<file path="src/rtl/sdram_arbiter_pkg.sv">
// Shared types and widths for the loader/CPU SDRAM arbiter.
// Latency/backpressure: n/a (types only).
package sdram_arbiter_pkg;

  localparam int ADDR_W = 22;
  localparam int DATA_W = 8;

  typedef enum logic [1:0] {
    ST_IDLE,
    ST_ISSUE,
    ST_WAIT_RD
  } state_t;

  typedef enum logic {
    GNT_MC,
    GNT_CPU
  } gnt_t;

endpackage

</file>
<file path="src/rtl/sdram_arbiter_req_slot.sv">
// One-deep request holder: latches a strobed request while empty, 1-cycle capture latency.
// A strobe arriving while the slot is full is dropped; full doubles as the requester's busy.
module sdram_req_slot
  import sdram_arbiter_pkg::*;
(
  input  logic              clk,
  input  logic              reset_n,
  input  logic              req_n,
  input  logic [ADDR_W-1:0] address,
  input  logic [DATA_W-1:0] wdata,
  input  logic              write,
  input  logic              clr,
  output logic              full,
  output logic [ADDR_W-1:0] slot_address,
  output logic [DATA_W-1:0] slot_wdata,
  output logic              slot_write
);

  logic              full_q, full_d;
  logic [ADDR_W-1:0] addr_q, addr_d;
  logic [DATA_W-1:0] wdata_q, wdata_d;
  logic              write_q, write_d;

  // clr only ever targets a full slot, so it never races a capture.
  always_comb begin
    full_d  = full_q;
    addr_d  = addr_q;
    wdata_d = wdata_q;
    write_d = write_q;
    if (clr) begin
      full_d = 1'b0;
    end else if (!full_q && !req_n) begin
      full_d  = 1'b1;
      addr_d  = address;
      wdata_d = wdata;
      write_d = write;
    end
  end

  always_ff @(posedge clk or negedge reset_n) begin
    if (!reset_n) begin
      full_q  <= 1'b0;
      addr_q  <= '0;
      wdata_q <= '0;
      write_q <= 1'b0;
    end else begin
      full_q  <= full_d;
      addr_q  <= addr_d;
      wdata_q <= wdata_d;
      write_q <= write_d;
    end
  end

  assign full         = full_q;
  assign slot_address = addr_q;
  assign slot_wdata   = wdata_q;
  assign slot_write   = write_q;

endmodule

</file>
<file path="src/rtl/sdram_arbiter.sv">
// Arbitrates loader and CPU slots onto one SDRAM command port; command 2 cycles after strobe.
// Command held until sdr_ready; reads wait up to RD_TIMEOUT cycles, then return FFh.
module sdram_arbiter
  import sdram_arbiter_pkg::*;
#(
  parameter int RD_TIMEOUT = 255
) (
  input  logic              clk,
  input  logic              reset_n,
  input  logic              cpu_freeze,
  input  logic [ADDR_W-1:0] mc_address,
  input  logic [DATA_W-1:0] mc_wdata,
  input  logic              mc_req_n,
  output logic              mc_busy,
  input  logic [ADDR_W-1:0] cpu_address,
  input  logic [DATA_W-1:0] cpu_wdata,
  input  logic              cpu_wr_n,
  input  logic              cpu_req_n,
  output logic              cpu_busy,
  output logic [DATA_W-1:0] cpu_rdata,
  output logic              cpu_rdata_en,
  output logic [ADDR_W-1:0] sdr_address,
  output logic [DATA_W-1:0] sdr_wdata,
  output logic              sdr_write,
  output logic              sdr_valid,
  input  logic              sdr_ready,
  input  logic [DATA_W-1:0] sdr_rdata,
  input  logic              sdr_rdata_en,
  output logic              rd_timeout
);

  localparam logic [7:0] RD_LIM = 8'(RD_TIMEOUT);

  state_t            state_q, state_d;
  gnt_t              gnt_q, gnt_d;
  logic [1:0]        starve_q, starve_d;
  logic [7:0]        rd_cnt_q, rd_cnt_d;
  logic              sdr_valid_q, sdr_valid_d;
  logic              sdr_write_q, sdr_write_d;
  logic [ADDR_W-1:0] sdr_address_q, sdr_address_d;
  logic [DATA_W-1:0] sdr_wdata_q, sdr_wdata_d;
  logic [DATA_W-1:0] cpu_rdata_q, cpu_rdata_d;
  logic              cpu_rdata_en_q, cpu_rdata_en_d;
  logic              rd_timeout_q, rd_timeout_d;

  logic              mc_full, cpu_full;
  logic [ADDR_W-1:0] mc_addr_s, cpu_addr_s;
  logic [DATA_W-1:0] mc_wdata_s, cpu_wdata_s;
  logic              mc_write_s, cpu_write_s;
  logic              clr_gnt, pick_mc;

  sdram_req_slot u_mc_slot (
    .clk          (clk),
    .reset_n      (reset_n),
    .req_n        (mc_req_n),
    .address      (mc_address),
    .wdata        (mc_wdata),
    .write        (1'b1),
    .clr          (clr_gnt && (gnt_q == GNT_MC)),
    .full         (mc_full),
    .slot_address (mc_addr_s),
    .slot_wdata   (mc_wdata_s),
    .slot_write   (mc_write_s)
  );

  sdram_req_slot u_cpu_slot (
    .clk          (clk),
    .reset_n      (reset_n),
    .req_n        (cpu_req_n),
    .address      (cpu_address),
    .wdata        (cpu_wdata),
    .write        (~cpu_wr_n),
    .clr          (clr_gnt && (gnt_q == GNT_CPU)),
    .full         (cpu_full),
    .slot_address (cpu_addr_s),
    .slot_wdata   (cpu_wdata_s),
    .slot_write   (cpu_write_s)
  );

  // Loader wins when alone, when frozen, or after losing two contested rounds in a row.
  assign pick_mc = mc_full && (!cpu_full || cpu_freeze || (starve_q == 2'd2));

  always_comb begin
    state_d        = state_q;
    gnt_d          = gnt_q;
    starve_d       = starve_q;
    rd_cnt_d       = rd_cnt_q;
    sdr_valid_d    = sdr_valid_q;
    sdr_write_d    = sdr_write_q;
    sdr_address_d  = sdr_address_q;
    sdr_wdata_d    = sdr_wdata_q;
    cpu_rdata_d    = cpu_rdata_q;
    cpu_rdata_en_d = 1'b0;
    rd_timeout_d   = rd_timeout_q;
    clr_gnt        = 1'b0;
    case (state_q)
      ST_IDLE: begin
        if (mc_full || cpu_full) begin
          gnt_d = pick_mc ? GNT_MC : GNT_CPU;
          if (pick_mc)      starve_d = 2'd0;
          else if (mc_full) starve_d = starve_q + 2'd1;
          sdr_address_d = pick_mc ? mc_addr_s  : cpu_addr_s;
          sdr_wdata_d   = pick_mc ? mc_wdata_s : cpu_wdata_s;
          sdr_write_d   = pick_mc ? mc_write_s : cpu_write_s;
          sdr_valid_d   = 1'b1;
          state_d       = ST_ISSUE;
        end
      end
      ST_ISSUE: begin
        if (sdr_ready) begin
          sdr_valid_d = 1'b0;
          if (sdr_write_q) begin
            clr_gnt = 1'b1;
            state_d = ST_IDLE;
          end else begin
            rd_cnt_d = 8'd0;
            state_d  = ST_WAIT_RD;
          end
        end
      end
      ST_WAIT_RD: begin
        if (sdr_rdata_en) begin
          cpu_rdata_d    = sdr_rdata;
          cpu_rdata_en_d = 1'b1;
          clr_gnt        = 1'b1;
          state_d        = ST_IDLE;
        end else if (rd_cnt_q + 8'd1 == RD_LIM) begin
          cpu_rdata_d    = 8'hFF;
          cpu_rdata_en_d = 1'b1;
          rd_timeout_d   = 1'b1;
          clr_gnt        = 1'b1;
          state_d        = ST_IDLE;
        end else begin
          rd_cnt_d = rd_cnt_q + 8'd1;
        end
      end
      default: state_d = ST_IDLE;
    endcase
  end

  always_ff @(posedge clk or negedge reset_n) begin
    if (!reset_n) begin
      state_q        <= ST_IDLE;
      gnt_q          <= GNT_MC;
      starve_q       <= 2'd0;
      rd_cnt_q       <= 8'd0;
      sdr_valid_q    <= 1'b0;
      sdr_write_q    <= 1'b0;
      sdr_address_q  <= '0;
      sdr_wdata_q    <= '0;
      cpu_rdata_q    <= '0;
      cpu_rdata_en_q <= 1'b0;
      rd_timeout_q   <= 1'b0;
    end else begin
      state_q        <= state_d;
      gnt_q          <= gnt_d;
      starve_q       <= starve_d;
      rd_cnt_q       <= rd_cnt_d;
      sdr_valid_q    <= sdr_valid_d;
      sdr_write_q    <= sdr_write_d;
      sdr_address_q  <= sdr_address_d;
      sdr_wdata_q    <= sdr_wdata_d;
      cpu_rdata_q    <= cpu_rdata_d;
      cpu_rdata_en_q <= cpu_rdata_en_d;
      rd_timeout_q   <= rd_timeout_d;
    end
  end

  assign mc_busy      = mc_full;
  assign cpu_busy     = cpu_full;
  assign sdr_valid    = sdr_valid_q;
  assign sdr_write    = sdr_write_q;
  assign sdr_address  = sdr_address_q;
  assign sdr_wdata    = sdr_wdata_q;
  assign cpu_rdata    = cpu_rdata_q;
  assign cpu_rdata_en = cpu_rdata_en_q;
  assign rd_timeout   = rd_timeout_q;

endmodule

</file>
<file path="config.mk">
export PLATFORM = sky130hd
export DESIGN_NAME = sdram_arbiter
export DESIGN_NICKNAME = d
export VERILOG_FILES = /design/src/rtl/sdram_arbiter_pkg.sv /design/src/rtl/sdram_arbiter_req_slot.sv /design/src/rtl/sdram_arbiter.sv
export SDC_FILE = /design/constraint.sdc
export NUM_CORES = 1
export LEC_CHECK = 0
export BUFFER_PORTS_ARGS = -buffer_cell sky130_fd_sc_hd__buf_2
export CORE_MARGIN = 5
export CORE_UTILIZATION = 34
export CTS_BUF_LIST = sky130_fd_sc_hd__clkbuf_16
export DETAILED_ROUTE_END_ITERATION = 8
export PLACE_DENSITY_LB_ADDON = 0.3
export SLEW_MARGIN = 10
export SYNTH_ARGS = -nofsm -noshare
export SYNTH_HDL_FRONTEND = slang
export SYNTH_HIERARCHICAL = 1
export SYNTH_SLANG_ARGS = --single-unit
export TNS_END_PERCENT = 30
</file>
<file path="constraint.sdc">
create_clock -name clk -period 6.9 [get_ports clk]
set_input_delay 0.345 -clock clk [delete_from_list [all_inputs] [get_ports clk]]
set_output_delay 0.345 -clock clk [all_outputs]
set_load 0.02 [all_outputs]
</file>
======== After elaboration in Yosys (flattened, before gate mapping) ========
Cells that the tools add are included.
cells by class
  eq/ne operators ......................... 10
  bitwise operators ....................... 5
  multiplexer cells ....................... 32
  reduce and logical (&&, ||, !) cells .... 28
  add/sub/neg operators ................... 2
operator list
  kind                                                                    count
  8-bit 2-to-1 mux                                                        7
  22-bit 2-to-1 mux                                                       1
  8-bit one-hot mux with 2 select lines                                   1
  2-bit 2-to-1 mux                                                        7
  1-bit 2-to-1 mux                                                        13
  3-bit AND reduction                                                     4
  2-bit nonzero test                                                      6
  2-bit inequality test (second input constant)                           5
  8-bit by 1-bit adder with 8-bit output (second input constant)          1
  8-bit equality test (second input constant)                             1
  2-bit AND reduction                                                     4
  2-bit one-hot mux with 3 select lines                                   1
  1-bit logical AND                                                       5
  1-bit inverter                                                          5
  5-bit AND reduction                                                     1
  2-bit equality test (second input constant)                             2
  1-bit logical NOT                                                       4
  1-bit one-hot mux with 2 select lines                                   2
  1-bit logical OR                                                        3
  3-bit inequality test (second input constant)                           1
  2-bit by 1-bit adder with 2-bit output (second input constant)          1
  2-bit by 1-bit equality test with 1-bit output (second input constant)  1
  2-bit logical NOT                                                       1
word-level totals
  bits in registers ....................... 119

======== Depth between registers and ports, before layout ========
  depth after elaboration ................. 8
  mapped depth ............................ 11
  depth with buffers taken out ............ 9

======== Modules after synthesis ========
The synthesis kept the hierarchy.
by module, submodules not included
  module          cells each  area each (µm²)  instances  seq. area each (µm²)
  sdram_arbiter   254         2638.8           1          1376.3
  sdram_req_slot  69          1208.7           2          800.8

======== Worst setup path before layout ========
No wires, ideal clock.
  path type ............................... register to register
  start ................................... reg rd_cnt_q[0]
  end ..................................... reg u_mc_slot.addr_q[16] (netlist: u_mc_slot/slot_address[16])
  cell stages (with the launch flop) ...... 11
  setup slack ............................. 4.405 ns
  data required time ...................... 6.775 ns
  arrival ................................. 2.370 ns
  library setup time ...................... 0.125 ns
  buffers on the path ..................... 2
  cells stage by stage .................... dfrtp_1 > ha_1 > xnor2_1 > or3_4 > nor2_2 > o21a_2 > buf_6 > o211a_1 > nor3_4 > buf_6 > mux2_2
between the ends
  cells in the longest elaborated chain, start to end .. 8
ends and longest elaborated chain
  what                                    RTL line                      source
  from (decl)                             sdram_arbiter.sv:37           logic [7:0] rd_cnt_q, rd_cnt_d;
  from (signal assigned)                  sdram_arbiter.sv:158          rd_cnt_q <= rd_cnt_d;
  8-bit by 1-bit adder with 8-bit output  sdram_arbiter.sv:127          end else if (rd_cnt_q + 8'd1 == RD_LIM) begin
  8-bit equality test                     sdram_arbiter.sv:127
  1-bit 2-to-1 mux                        sdram_arbiter.sv:127
  1-bit 2-to-1 mux                        sdram_arbiter.sv:122          if (sdr_rdata_en) begin
  1-bit one-hot mux with 2 select lines   sdram_arbiter.sv:96           case (state_q)
  1-bit logical AND                       sdram_arbiter.sv:59           .clr (clr_gnt && (gnt_q == GNT_MC)),
  1-bit inverter (no source line)         n/a
  2-bit AND reduction (no source line)    n/a
  to (signal assigned)                    sdram_arbiter_req_slot.sv:48  addr_q <= addr_d;
  to (decl)                               sdram_arbiter_req_slot.sv:20  logic [ADDR_W-1:0] addr_q, addr_d;
Every way passes these cells.
A chain may end at the register's enable or synchronous reset.

======== Worst setup path after layout ========
  start ................................... reg rd_cnt_q[0]
  end ..................................... reg u_mc_slot.wdata_q[4] (netlist: u_mc_slot/slot_wdata[4])
between the ends
  cells in the longest elaborated chain, start to end .. 8
ends and longest elaborated chain
  what                                    RTL line                      source
  8-bit by 1-bit adder with 8-bit output  sdram_arbiter.sv:127
  8-bit equality test                     sdram_arbiter.sv:127
  1-bit 2-to-1 mux                        sdram_arbiter.sv:127
  1-bit 2-to-1 mux                        sdram_arbiter.sv:122
  1-bit one-hot mux with 2 select lines   sdram_arbiter.sv:96
  1-bit logical AND                       sdram_arbiter.sv:59
  1-bit inverter (no source line)         n/a
  2-bit AND reduction (no source line)    n/a
  to (signal assigned)                    sdram_arbiter_req_slot.sv:49  wdata_q <= wdata_d;
  to (decl)                               sdram_arbiter_req_slot.sv:21  logic [DATA_W-1:0] wdata_q, wdata_d;
Every way passes these cells.

==> results.md <==
- Initial Util: 34.8%
- Area Overhead vs Synth: 25.7%
- Pin count of the biggest net entering global routing: 65
- Share of cells above drive strength 1: 41.1%
- Clk slew on worst S/H paths: 0.05 ns
- Port Buf Inserts: 119
- Initial antenna violation count: 0
- I/O Pins: 120
- Std-Cell Rows: 44
- Yosys reg bits: 119
- Endpoint class of the critical path: flop
- DP Worst Slack: 4.09 ns
- Sum of negative setup slack: 0 ns
- Main synth FF type: dfrtp_1
- Initial DRC Count: 170
- GR Overflow Total: 0
- Net total in the final layout: 599
- Net count after synthesis: 474
- WL/cell: 15.8 µm
- Remaining antenna violation count after routing: 0
- Reg power frac: 39.2%
- Slew margin rel.: 28.7%
- Number of library cell types mapped by synthesis: 42
- Layout fillers: 1,406
- Worst slew pin tran: 1.07 ns
- Sw power: 0.00101 W
- Logic pwr share: 33.6%
- CTS Buf Count: 17
- CTS max path bufs: 2
- CP max FO: 31
- Hold_ws: -0.0105 ns
- CP arrival: 3.10 ns
- Clock root buffer: clkbuf_16
- Max-slew violation count: 0
- Skew-Pair Late Insertion Delay: 0.41 ns
- Switching fraction of total power: 33.9%
- Unrepaired setup endpoints after global routing: false
- CTS tree: done
- Vias in the first global route: 3,706
- Post-route setup slack: 4.08 ns
- Total GRT Usage: 13.5%
- Die area: 0.0174 mm²
- Sequential share of the synthesized area: 58.9%
- Commonest non-fill, non-tap cell in the layout: dfrtp_1
- # DRC: 0
- Maximum VDD drop: 0.231 mV
- CP required: 7.19 ns
- Post-synth top area cell: dfrtp_1
- Final hold violations: 9
- Die H: 132 µm
- First-pass GRT wire length: 18.7 mm
- Post-DP HPWL: 7.78 mm
- Fmax: 355 MHz
- Synthesized area per cell: 12.9 µm²
- Status: complete, but fails checks
- Number of clock sinks: 119
- Post-synth EDFFs: 0
- Most frequent cells in the layout: dfrtp_1 (119), buf_2 (118), mux2_2 (58), nand2_1 (44), o21ai_0 (38)
- Worst clock skew: 0.0108 ns
- Antenna diode count: 0
- Hold Buf Count CTS: 0
- Max-cap violations: 0
- Core box area: 0.0145 mm²
- Critical path class: flop to flop
- Failing checks: hold timing
- Leakage power: 3.07 nW
- Post-synthesis async set-or-reset flop share: 100%
- Final setup fails: 0
- Fin crit period: 2.82 ns
- CP Launch Type: flop
- Vias: 3,335
- Synth warnings: 6
- H-Tree Depth: 4
- Post-Syn Instances: 392
- TritonRoute pass-1 iters: 4
- Power Internal: 0.00198 W
- Final period util: 40.8%
- PwrDens: 471 mW/mm²
- Synth top area share: 58.9%
- Post-Route WL: 11.3 mm
- DR vias/cell: 4.67
- Area contributors post-synth: dfrtp_1 (59%), mux2_2 (13%), mux2i_1 (6.3%)
- Setup repair bufs after CTS: 0
- CTS resizes: 0
- Worst min path class: input port to asynchronous set/reset pin
- Synth Cell Area: 0.00506 mm²
- Clock Power Share: 27.2%
- GP Congestion: 0.813
- Die X: 132 µm
## logic make-up (layout without fill, tap and decap cells)
group,after synthesis,in the layout,share of synthesized area [%]
DFF,119,119,58.9
muxes,95,95,20.4
and+or+nand+nor,68,68,6.34
AOI/OAI and AO/OA,67,67,8.41
buffers and inverters,32,170,3.51
adders and majority gates,6,6,1.48
xor gates and xnor gates,4,4,0.842
other,1,1,0.0742
## routing by layer
metal	global-route usage, %	vias up	part of all wire (%)
li1	-	1613	-
met1	17.3	1621	46
met2	21.1	86	47
met3	5.08	15	6.0
met4	4.63	0	1.2
met5	0	-	0
## critical path, stage by stage, from the launching register on
cell     delay [ns]
dfrtp_1        0.42
ha_1           0.27
xnor2_1        0.17
or3_4          0.18
nor2_2         0.05
o21a_2         0.29
o211a_1        0.29
nor3_4         0.17
buf_4          0.42
mux2_2         0.39
## registers in the layout, indices dropped and copies added, names as in the netlist
signal,flops
u_cpu_slot/slot_wdata,8
sdr_valid,1
sdr_address,22
u_cpu_slot/full,1
u_mc_slot/slot_address,22
u_mc_slot/full,1
sdr_write,1
starve_q,2
u_cpu_slot/slot_write,1
u_mc_slot/slot_wdata,8
cpu_rdata,8
u_cpu_slot/slot_address,22
state_q,2
rd_cnt_q,8
gnt_q,1
cpu_rdata_en,1
rd_timeout,1
u_mc_slot/slot_write,1
sdr_wdata,8
## power groups by stage
stage	sequential, W	combinational, W	clock (W)
5_1_grt	0.00121	0.00113	0.000870
4_1_cts	0.00118	0.00103	0.000834
2_1_floorplan	0.00128	0.000610	0
3_3_place_gp	0.00117	0.00100	0
3_5_place_dp	0.00119	0.00103	0
6_report	0.00117	0.00101	0.000813
## layout make-up
class	instances	area [µm²]	share of cell area, %
Sequential cell	119	2980	46.9
Multi-Input combinational cell	241	1910	30.1
Timing Repair Buffer	123	628	9.89
Clock buffer	17	425	6.70
Tap cell	184	230	3.62
Clock inverter	15	121	1.91
Inverter	15	56.3	0.886
## synth_stat cells (3+ instances only)
library cell,n
mux2i_1,32
nor2_1,4
o21ai_1,3
buf_6,7
o22a_1,8
inv_1,15
ha_1,6
nand3_1,4
nand2b_1,3
nand2_1,45
clkbuf_1,6
a21oi_1,5
dfrtp_1,119
mux2_1,4
mux2_2,58
o21ai_0,38
buf_2,3
## worst paths after layout
| check | startpoint | to | slack, ns | cells past startpoint |
|---|---|---|---|---|
| max | rd_cnt_q[0] | u_mc_slot/slot_wdata[4] | 4.08 | 9 |
| min | reset_n | rd_timeout | -0.01 | 1 |
| max reg2reg | rd_cnt_q[0] | u_mc_slot/slot_wdata[4] | 4.08 | 9 |
| min reg2reg | rd_timeout | rd_timeout | 0.46 | 1 |
| max in group asynchronous | reset_n | cpu_rdata_en | 5.62 | 2 |
| min in group clk | sdr_rdata[6] | cpu_rdata[6] | 0.15 | 2 |
## per-stage QoR
stage | std cells | instance area (µm²) | util, % | power, W
final | 714 | 6350 | 43.7 | 0.00299
after global routing | 714 | 6350 | 43.7 | 0.00321
after CTS | 714 | 6350 | 43.7 | 0.00304
after detailed placement | 682 | 5810 | 40.0 | 0.00221
after global placement | 682 | 5810 | 40.0 | 0.00217
after floorplan | 392 | 5060 | - | 0.00189
Note: power is estimated with default switching activity, not from simulation.
